**config.mk**
```make
export PLATFORM = sky130hd
export DESIGN_NAME = posit_dot_seq
export DESIGN_NICKNAME = d
export VERILOG_FILES = /design/src/rtl/posit_pkg.sv /design/src/rtl/posit_dot_issue.sv /design/src/rtl/posit_dot_seq.sv
export SDC_FILE = /design/constraint.sdc
export NUM_CORES = 1
export LEC_CHECK = 0
export CORE_MARGIN = 2
export CORE_UTILIZATION = 42
export CTS_CLUSTER_DIAMETER = 30
export DETAILED_ROUTE_END_ITERATION = 12
export PLACE_DENSITY_LB_ADDON = 0.08
export REMOVE_ABC_BUFFERS = 1
export SYNTH_ARGS = -nofsm -noshare
export SYNTH_HDL_FRONTEND = slang
export SYNTH_SLANG_ARGS = --single-unit
```
**constraint.sdc**
```tcl
create_clock -name clk -period 1.8 [get_ports clk]
set_input_delay 0.27 -clock clk [delete_from_list [all_inputs] [get_ports clk]]
set_output_delay 0.27 -clock clk [all_outputs]
set_load 0.05 [all_outputs]
```
**src/rtl/posit_pkg.sv**
```systemverilog
// -----------------------------------------------------------------------------
// posit_pkg
// Shared definitions for the posit8 dot-product sequencer:
//   - dot_state_t : sequencer FSM states
//   - POSIT8_NAR / POSIT8_ZERO / POSIT8_ONE : posit8 (es=0) special encodings
//   - is_nar()    : NaR detector for a posit8 word
// -----------------------------------------------------------------------------
package posit_pkg;

   typedef enum logic [2:0] {
      ST_IDLE,
      ST_CLEAR,
      ST_RUN,
      ST_DRAIN,
      ST_CAPT,
      ST_OUT
   } dot_state_t;

   localparam logic [7:0] POSIT8_NAR  = 8'h80;
   localparam logic [7:0] POSIT8_ZERO = 8'h00;
   localparam logic [7:0] POSIT8_ONE  = 8'h40;

   function automatic logic is_nar(input logic [7:0] p);
      return (p == POSIT8_NAR);
   endfunction

endpackage

```
**src/rtl/posit_dot_issue.sv**
```systemverilog
// -----------------------------------------------------------------------------
// posit_dot_issue
// Operand issue register feeding the posit8 MAC. An accepted pair is captured
// into mac_a/mac_b and mac_en is raised for exactly the following cycle; with
// no accept the operands hold and mac_en is low.
//
// Optional feature (macro POSIT_DOT_NAR_STICKY_EN):
//   A sticky NaR flag clears on clr and sets on any accepted pair carrying a
//   NaR operand. While set (including the NaR pair itself) mac_en is held low,
//   so the accumulator is frozen; nar_sticky tells the result stage to report
//   NaR. Without the macro NaR operands pass straight through.
//
// Ports:
//   clk, rst     : clock, synchronous active-high reset
//   clr          : sticky flag clear (high during the sequencer's CLEAR cycle)
//   accept       : operand pair accepted this cycle
//   s_a, s_b     : incoming posit8 operands
//   mac_a, mac_b : registered operands to the MAC
//   mac_en       : registered MAC accumulate enable
//   nar_sticky   : sticky NaR flag (constant 0 without the macro)
// -----------------------------------------------------------------------------
module posit_dot_issue
   import posit_pkg::*;
(
   input  logic       clk,
   input  logic       rst,
   input  logic       clr,
   input  logic       accept,
   input  logic [7:0] s_a,
   input  logic [7:0] s_b,
   output logic [7:0] mac_a,
   output logic [7:0] mac_b,
   output logic       mac_en,
   output logic       nar_sticky
);

   logic [7:0] mac_a_reg;
   logic [7:0] mac_b_reg;
   logic       mac_en_reg;
   logic       mac_en_next;

`ifdef POSIT_DOT_NAR_STICKY_EN
   logic sticky_reg;
   logic pair_nar;

   assign pair_nar = is_nar(s_a) || is_nar(s_b);

   // The NaR pair itself is also suppressed: the result is NaR regardless.
   assign mac_en_next = accept && !sticky_reg && !pair_nar;
   assign nar_sticky  = sticky_reg;

   always_ff @(posedge clk) begin
      if (rst) begin
         sticky_reg <= 1'b0;
      end else if (clr) begin
         sticky_reg <= 1'b0;
      end else if (accept && pair_nar) begin
         sticky_reg <= 1'b1;
      end
   end
`else
   logic unused_clr;

   assign unused_clr  = clr;
   assign mac_en_next = accept;
   assign nar_sticky  = 1'b0;
`endif

   always_ff @(posedge clk) begin
      if (rst) begin
         mac_a_reg  <= POSIT8_ZERO;
         mac_b_reg  <= POSIT8_ZERO;
         mac_en_reg <= 1'b0;
      end else begin
         mac_en_reg <= mac_en_next;
         if (accept) begin
            mac_a_reg <= s_a;
            mac_b_reg <= s_b;
         end
      end
   end

   assign mac_a  = mac_a_reg;
   assign mac_b  = mac_b_reg;
   assign mac_en = mac_en_reg;

endmodule

```
**src/rtl/posit_dot_seq.sv**
```systemverilog
// -----------------------------------------------------------------------------
// posit_dot_seq
// Dot-product sequencer upstream of a posit8 MAC. Takes (A,B) operand pairs
// on a valid/ready stream, issues one per cycle to the MAC, clears the
// accumulator at the start of each vector, and returns the final accumulator
// as a single result beat.
//
// FSM: IDLE -> CLEAR -> RUN -> DRAIN -> CAPT -> OUT -> IDLE
//      IDLE -> OUT directly for a zero-length vector (result 0, no MAC clear).
//
// Ports:
//   clk, rst          : clock, synchronous active-high reset
//   start, cfg_len    : begin a vector of cfg_len pairs (sampled in IDLE only)
//   busy              : state != IDLE
//   s_valid/s_ready   : operand stream handshake, s_a / s_b operands
//   mac_a/mac_b       : registered operands to the MAC
//   mac_en            : MAC accumulates on this cycle's edge
//   mac_clr           : one-cycle accumulator clear
//   mac_acc           : MAC accumulator (registered inside the MAC)
//   m_valid/m_ready   : result handshake, m_data result, m_nar = (m_data==NaR)
//
// Optional feature: POSIT_DOT_NAR_STICKY_EN (see posit_dot_issue) forces a
// NaR result once any NaR operand has been accepted in the vector.
// -----------------------------------------------------------------------------
module posit_dot_seq
   import posit_pkg::*;
#(
   parameter int LEN_W = 8
) (
   input  logic             clk,
   input  logic             rst,
   input  logic             start,
   input  logic [LEN_W-1:0] cfg_len,
   output logic             busy,
   input  logic             s_valid,
   output logic             s_ready,
   input  logic [7:0]       s_a,
   input  logic [7:0]       s_b,
   output logic [7:0]       mac_a,
   output logic [7:0]       mac_b,
   output logic             mac_en,
   output logic             mac_clr,
   input  logic [7:0]       mac_acc,
   output logic             m_valid,
   input  logic             m_ready,
   output logic [7:0]       m_data,
   output logic             m_nar
);

   dot_state_t       state_reg;
   logic [LEN_W-1:0] len_reg;
   logic [LEN_W-1:0] cnt_reg;
   logic             s_ready_reg;
   logic             mac_clr_reg;
   logic             m_valid_reg;
   logic [7:0]       m_data_reg;
   logic             m_nar_reg;

   logic             accept;
   logic             last_pair;
   logic             nar_sticky;
   logic [7:0]       capt_data;

   // s_ready_reg is only ever high in RUN, so s_valid is ignored elsewhere.
   assign accept    = s_valid && s_ready_reg;
   assign last_pair = (cnt_reg == len_reg - LEN_W'(1));
   assign capt_data = nar_sticky ? POSIT8_NAR : mac_acc;

   posit_dot_issue u_issue (
      .clk        (clk),
      .rst        (rst),
      .clr        (mac_clr_reg),
      .accept     (accept),
      .s_a        (s_a),
      .s_b        (s_b),
      .mac_a      (mac_a),
      .mac_b      (mac_b),
      .mac_en     (mac_en),
      .nar_sticky (nar_sticky)
   );

   always_ff @(posedge clk) begin
      if (rst) begin
         state_reg   <= ST_IDLE;
         len_reg     <= '0;
         cnt_reg     <= '0;
         s_ready_reg <= 1'b0;
         mac_clr_reg <= 1'b0;
         m_valid_reg <= 1'b0;
         m_data_reg  <= POSIT8_ZERO;
         m_nar_reg   <= 1'b0;
      end else begin
         mac_clr_reg <= 1'b0;
         unique case (state_reg)
            ST_IDLE: begin
               if (start) begin
                  len_reg <= cfg_len;
                  cnt_reg <= '0;
                  if (cfg_len == '0) begin
                     m_data_reg  <= POSIT8_ZERO;
                     m_nar_reg   <= 1'b0;
                     m_valid_reg <= 1'b1;
                     state_reg   <= ST_OUT;
                  end else begin
                     mac_clr_reg <= 1'b1;
                     state_reg   <= ST_CLEAR;
                  end
               end
            end
            ST_CLEAR: begin
               s_ready_reg <= 1'b1;
               state_reg   <= ST_RUN;
            end
            ST_RUN: begin
               if (accept) begin
                  cnt_reg <= cnt_reg + LEN_W'(1);
                  if (last_pair) begin
                     s_ready_reg <= 1'b0;
                     state_reg   <= ST_DRAIN;
                  end
               end
            end
            // mac_en for the last pair is high here; the MAC updates at the
            // end of this cycle, so the accumulator is final in CAPT.
            ST_DRAIN: begin
               state_reg <= ST_CAPT;
            end
            ST_CAPT: begin
               m_data_reg  <= capt_data;
               m_nar_reg   <= (capt_data == POSIT8_NAR);
               m_valid_reg <= 1'b1;
               state_reg   <= ST_OUT;
            end
            ST_OUT: begin
               if (m_ready) begin
                  m_valid_reg <= 1'b0;
                  state_reg   <= ST_IDLE;
               end
            end
            default: begin
               state_reg <= ST_IDLE;
            end
         endcase
      end
   end

   assign busy    = (state_reg != ST_IDLE);
   assign s_ready = s_ready_reg;
   assign mac_clr = mac_clr_reg;
   assign m_valid = m_valid_reg;
   assign m_data  = m_data_reg;
   assign m_nar   = m_nar_reg;

endmodule

```
## Word-level counts from Yosys, hierarchy flattened

Index checks and enable logic that the tools add are counted.

| cells by class | value |
|---|---|
| add/subtract/negate cells | 2 |
| eq/ne operators | 12 |
| mux-type cells | 23 |
| bitwise operators | 2 |
| reduce and logical (&&, ||, !) cells | 15 |

Operators by type and width:

| operator | number |
|---|---|
| $mux W8 | 4 |
| $pmux W8 S2 | 2 |
| $pmux W3 S6 | 1 |
| $mux W3 | 5 |
| $reduce_and A3 Y1 | 3 |
| $add A8 B1 Y8 const B | 1 |
| $eq A8 B8 Y1 | 1 |
| $eq A8 B8 Y1 const B | 1 |
| $logic_not A8 Y1 | 1 |
| $mux W1 | 8 |
| $ne A2 B2 Y1 const B | 4 |
| $reduce_and A4 Y1 | 2 |
| $sub A8 B1 Y8 const B | 1 |
| $eq A3 B2 Y1 const B | 2 |
| $eq A3 B3 Y1 const B | 2 |
| $reduce_bool A2 Y1 | 3 |
| $reduce_bool A3 Y1 | 2 |
| $pmux W1 S2 | 2 |
| $eq A3 B1 Y1 const B | 1 |
| $logic_not A3 Y1 | 1 |
| $pmux W1 S3 | 1 |
| $reduce_or A3 Y1 | 1 |
| $ne A2 B1 Y1 const B | 1 |
| $not A1 Y1 | 2 |
| 2 further kinds | 2 |

| storage, ports and cells | value |
|---|---|
| bits in registers | 48 |
| logic and storage cells | 65 |

## Logic depth before layout (Yosys ltp)

Gate-level depths: netlist of the first run.

| logic depth | value |
|---|---|
| word-level depth | 5 |
| gate-level depth with buffers | 9 |
| depth with buffers taken out | 7 |

## By module

From an unflattened synthesis of the first run, not the netlist that was laid out.

| second synthesis, totals | value |
|---|---|
| cell total of the unflattened synthesis | 237 |
| area total of the unflattened synthesis | 2,122.0 sq um |

By module, submodules not included:

| module | times used | cells each | area an instance (sq um) | sequential area each (sq um) |
|---|---|---|---|---|
| posit_dot_seq | 1 | 181 | 1,502.7 | 620.6 |
| posit_dot_issue | 1 | 56 | 619.3 | 340.3 |

## Least setup slack after synthesis of the first run

Ideal clock, no wire load.

| path | value |
|---|---|
| path kind | register to register |
| from | reg s_ready_reg, in the netlist s_ready |
| to | reg s_ready_reg, in the netlist s_ready |
| library setup time | 0.126 ns |
| arrival | 1.677 ns |
| data required time | 1.674 ns |
| setup slack | -0.003 ns |
| cell stages (with the launch flop) | 6 |
| path buffers | 1 |
| period minus slack after synthesis | 1.803 ns |
| cells stage by stage | dfxtp_1 -> and2_1 -> clkbuf_1 -> nand3_1 -> a2111oi_4 -> o21ai_1 |

| between the ends | value |
|---|---|
| longest elaborated chain between the ends | 3 |

RTL lines:

| what | line | RTL |
|---|---|---|
| start: declaration | posit_dot_seq.sv:53 | `logic s_ready_reg;` |
| start signal: assignment | posit_dot_seq.sv:87 | `s_ready_reg <= 1'b0;` |
| start signal: assignment | posit_dot_seq.sv:111 | `s_ready_reg <= 1'b1;` |
| start signal: assignment | posit_dot_seq.sv:118 | `s_ready_reg <= 1'b0;` |
| $logic_and A1 B1 Y1 | posit_dot_seq.sv:65 | `assign accept = s_valid && s_ready_reg;` |
| $ne A2 B1 Y1 (no source line) | - |  |
| $reduce_and A3 Y1 (no source line) | - |  |

No other way between the ends.
A chain may end at the register's enable or synchronous reset.

## Worst setup path in the final report of the first run

| path | value |
|---|---|
| from | reg m_data_reg[6], in the netlist m_data[6] |
| to | out m_data[6] |

RTL lines:

| what | line | RTL |
|---|---|---|
| start: declaration | posit_dot_seq.sv:56 | `logic [7:0] m_data_reg;` |
| start signal: assignment | posit_dot_seq.sv:129 | `m_data_reg <= capt_data;` |
| end: declaration | posit_dot_seq.sv:46 | `output logic [7:0] m_data,` |

No word-level cell between the ends.

==> results.sh, run 1 <==
export IMPL_outcome="finished, final reports clean"
export IMPL_synth_area_top_cells="dfxtp_1, nand2_1, a21oi_1, nor2_1, xor2_1"
export IMPL_hold_viol_final=0
export IMPL_final_setup_worst_slack_ns=0.0614
export IMPL_min_to="u_issue.mac_a[7]"
export IMPL_htree_num_levels=2
export IMPL_worstPathMaxFanout=2
export IMPL_grt_max_degree=24
export IMPL_drtIter0Drc=71
export IMPL_whs_ns=0.457
export IMPL_rows=26
export IMPL_ys_ff_latch=48
export IMPL_r2r_start="len_reg[0]"
export IMPL_cts_buffers=5
export IMPL_ios=67
export IMPL_worst_path_max_delay_cell="clkdlybuf4s50_1"
export IMPL_timing_rr_end="s_ready"
export IMPL_post_route_period_util_pct=96.6
export IMPL_track_usage_pct=18.7
export IMPL_synth_area_leader_cell="dfxtp_1"
export IMPL_synth_area_per_cell_um2=8.34
export IMPL_core_area_um2=5070
export IMPL_rsz0062_at_grt="true"
export IMPL_ff2ff_path_depth=7
export IMPL_antenna_found_initial=0
export IMPL_max_slew_worst_pin_slew_ns=0.559
export IMPL_cts_tree="yes"
export IMPL_drc=0
export IMPL_max_slew_margin_pct=62.6
export IMPL_die_h_um=76.1
export IMPL_path_clk_slew_ns=0.09
export IMPL_die_area_um2=5800
export IMPL_drive_above_1_share_pct=10.5
export IMPL_portBuffers=66
export IMPL_grt_overflow_total=0
export IMPL_async_reset_ff_share_pct=0
export IMPL_irDropWorstVdd_mv=0.920
export IMPL_area_growth_syn_to_layout_pct=43.4
export IMPL_power_density_nw_per_um2=1220
export IMPL_synth_cell_types=38
export IMPL_start_util_pct=43.1
export IMPL_cts_setup_buffers=0
export IMPL_crit_chain="clkdlybuf4s50_1"
export IMPL_cp_start_kind="flip-flop"
export IMPL_report_final_slew_viol_count=0
export IMPL_cp_required_ns=1.53
export IMPL_p_leak_nw=1.16
export IMPL_cpLargestDelayFamily="buffers and inverters"
export IMPL_ys_seq_area_share_pct=44.0
export IMPL_yosysWarnings=0
export IMPL_synthFlopType="dfxtp_1"
export IMPL_stdcell_count=404
export IMPL_min_period_ns=1.74
export IMPL_wl_um=5120
export IMPL_synth_top_area_share_pct=44.0
export IMPL_diodes=0
export IMPL_pre_cts_slack_ns=-0.302
export IMPL_syn_area_um2=2190
export IMPL_ant_nets=0
export IMPL_cts_root_buf="clkbuf_8"
export IMPL_cts_path_max_buffers=2
export IMPL_final_util_pct=61.8
export IMPL_grt_first_pass_wirelength_um=9020
export IMPL_die_x_um=76.1
export IMPL_holdPathStages=2
export IMPL_fmax_mhz=575
export IMPL_fin_skew_ns=0.00896
export IMPL_layout_common_cells="clkdlybuf4s50_1, nand2_1, dfxtp_1, a21oi_1, nor2_1"
export IMPL_reg2reg_slack_ns=0.12
export IMPL_holdCritStartpoint="u_issue.mac_a[7]"
export IMPL_cap_violations=0
export IMPL_path_buf_inv=1
export IMPL_slowest_delay_ns=0.81
export IMPL_clk_latency_ns=0.30
export IMPL_nets=372
export IMPL_dp_cells=396
export IMPL_clkSinkCount=48
export IMPL_dp_hpwl_um=3720
export IMPL_endpoint_kind="output port"
export IMPL_fill_cells=474
export IMPL_grt_pass1_vias=2017
export IMPL_final_common_cell="clkdlybuf4s50_1"
export IMPL_worstSetupPathType="flip-flop to output port"
export IMPL_vias_per_cell=5.03
export IMPL_vias=2033
export IMPL_synth_edff_count=0
export IMPL_gp_congestion=0.796
export IMPL_cp_arrival_ns=1.47
export IMPL_wl_per_cell_um=12.7
export IMPL_tns_ns=0
export IMPL_min_path_type="flip-flop to flip-flop"
export IMPL_finalSetupViolCount=0
export IMPL_first_pass_iters=4
export IMPL_synth_cells=262
==> repair_timing <==
action	in CTS	in global routing
resized for setup	0	5
endpoints found under the setup margin	0	10
hold buffers	0	0
==> worst max-delay path by stage <==
stage                          start         to  slack [ns]  depth (start not counted)
after floorplan              s_ready    s_ready       -0.09                          4
after global placement    cfg_len[3]  m_data[2]       -0.25                          6
after detailed placement  cfg_len[3]  m_data[3]       -0.30                          6
after CTS                 cfg_len[3]  m_data[2]        0.02                          6
after global routing      len_reg[0]    s_ready      -0.009                          7
final                      m_data[6]  m_data[6]        0.06                          1
==> power breakdown <==
group          switching (mW)  leakage, nW  internal, mW  total, mW
clock network           0.354       0.0614         0.454      0.809
registers               0.169        0.391          1.21       1.38
logic                   0.948        0.707         0.691       1.64
==> layout make-up <==
class                   count  area [µm²]  area share, %
clock inverters             2        38.8           1.24
well taps                  70        87.6           2.79
clock buffers               6        82.6           2.63
flip-flops and latches     48         961           30.6
multi-input cells         193        1160           37.0
inverters                   5        18.8          0.599
repair buffers             80         786           25.1
==> metal layers <==
metal | global-route usage [%] | share of wire [%]
met5 | 0 | 0
met2 | 31.0 | 45
met1 | 23.5 | 48
met3 | 5.21 | 6.1
met4 | 6.55 | 1.2
==> cells by family after synthesis <==
group / count (synthesis) / synth area share (%)
AO/OA/AOI/OAI: 59 / 18.7
XOR/XNOR: 16 / 6.41
adder cells (fa/ha/maj): 2 / 1.14
buffers and inverters: 21 / 4.35
flip-flops: 48 / 44.0
multiplexers: 1 / 0.458
AND/OR/NAND/NOR: 115 / 25.0
==> Yosys cell counts, types with 3 or more instances <==
master	number
buf_2	7
a31oi_1	3
nand2_1	56
and2_1	3
xnor2_1	7
a22oi_1	9
clkbuf_1	8
dfxtp_1	48
a21oi_1	31
xor2_1	9
inv_1	5
nor3_1	4
o21ai_0	3
and3_1	3
nand4_1	5
nor4_2	3
nand2b_1	9
nand3_1	3
nor2_1	21
==> per-stage QoR <==
| stage | power, mW | area (µm²) |
|---|---|---|
| 2_1_floorplan | 2.39 | 2110 |
| 3_3_place_gp | 2.98 | 2980 |
| 3_5_place_dp | 2.99 | 2980 |
| 4_1_cts | 3.81 | 3100 |
| 5_1_grt | 4.07 | 3140 |
| 6_report | 3.82 | 3140 |
Note: power is estimated with default switching activity, not from simulation.
==> run 2, diff against run 1 <==
- ABC_CLOCK_PERIOD_IN_PS: unset -> 1800
==> results of run 2 <==
No change in the layout: final DEF, timing and power equal those of run 1.
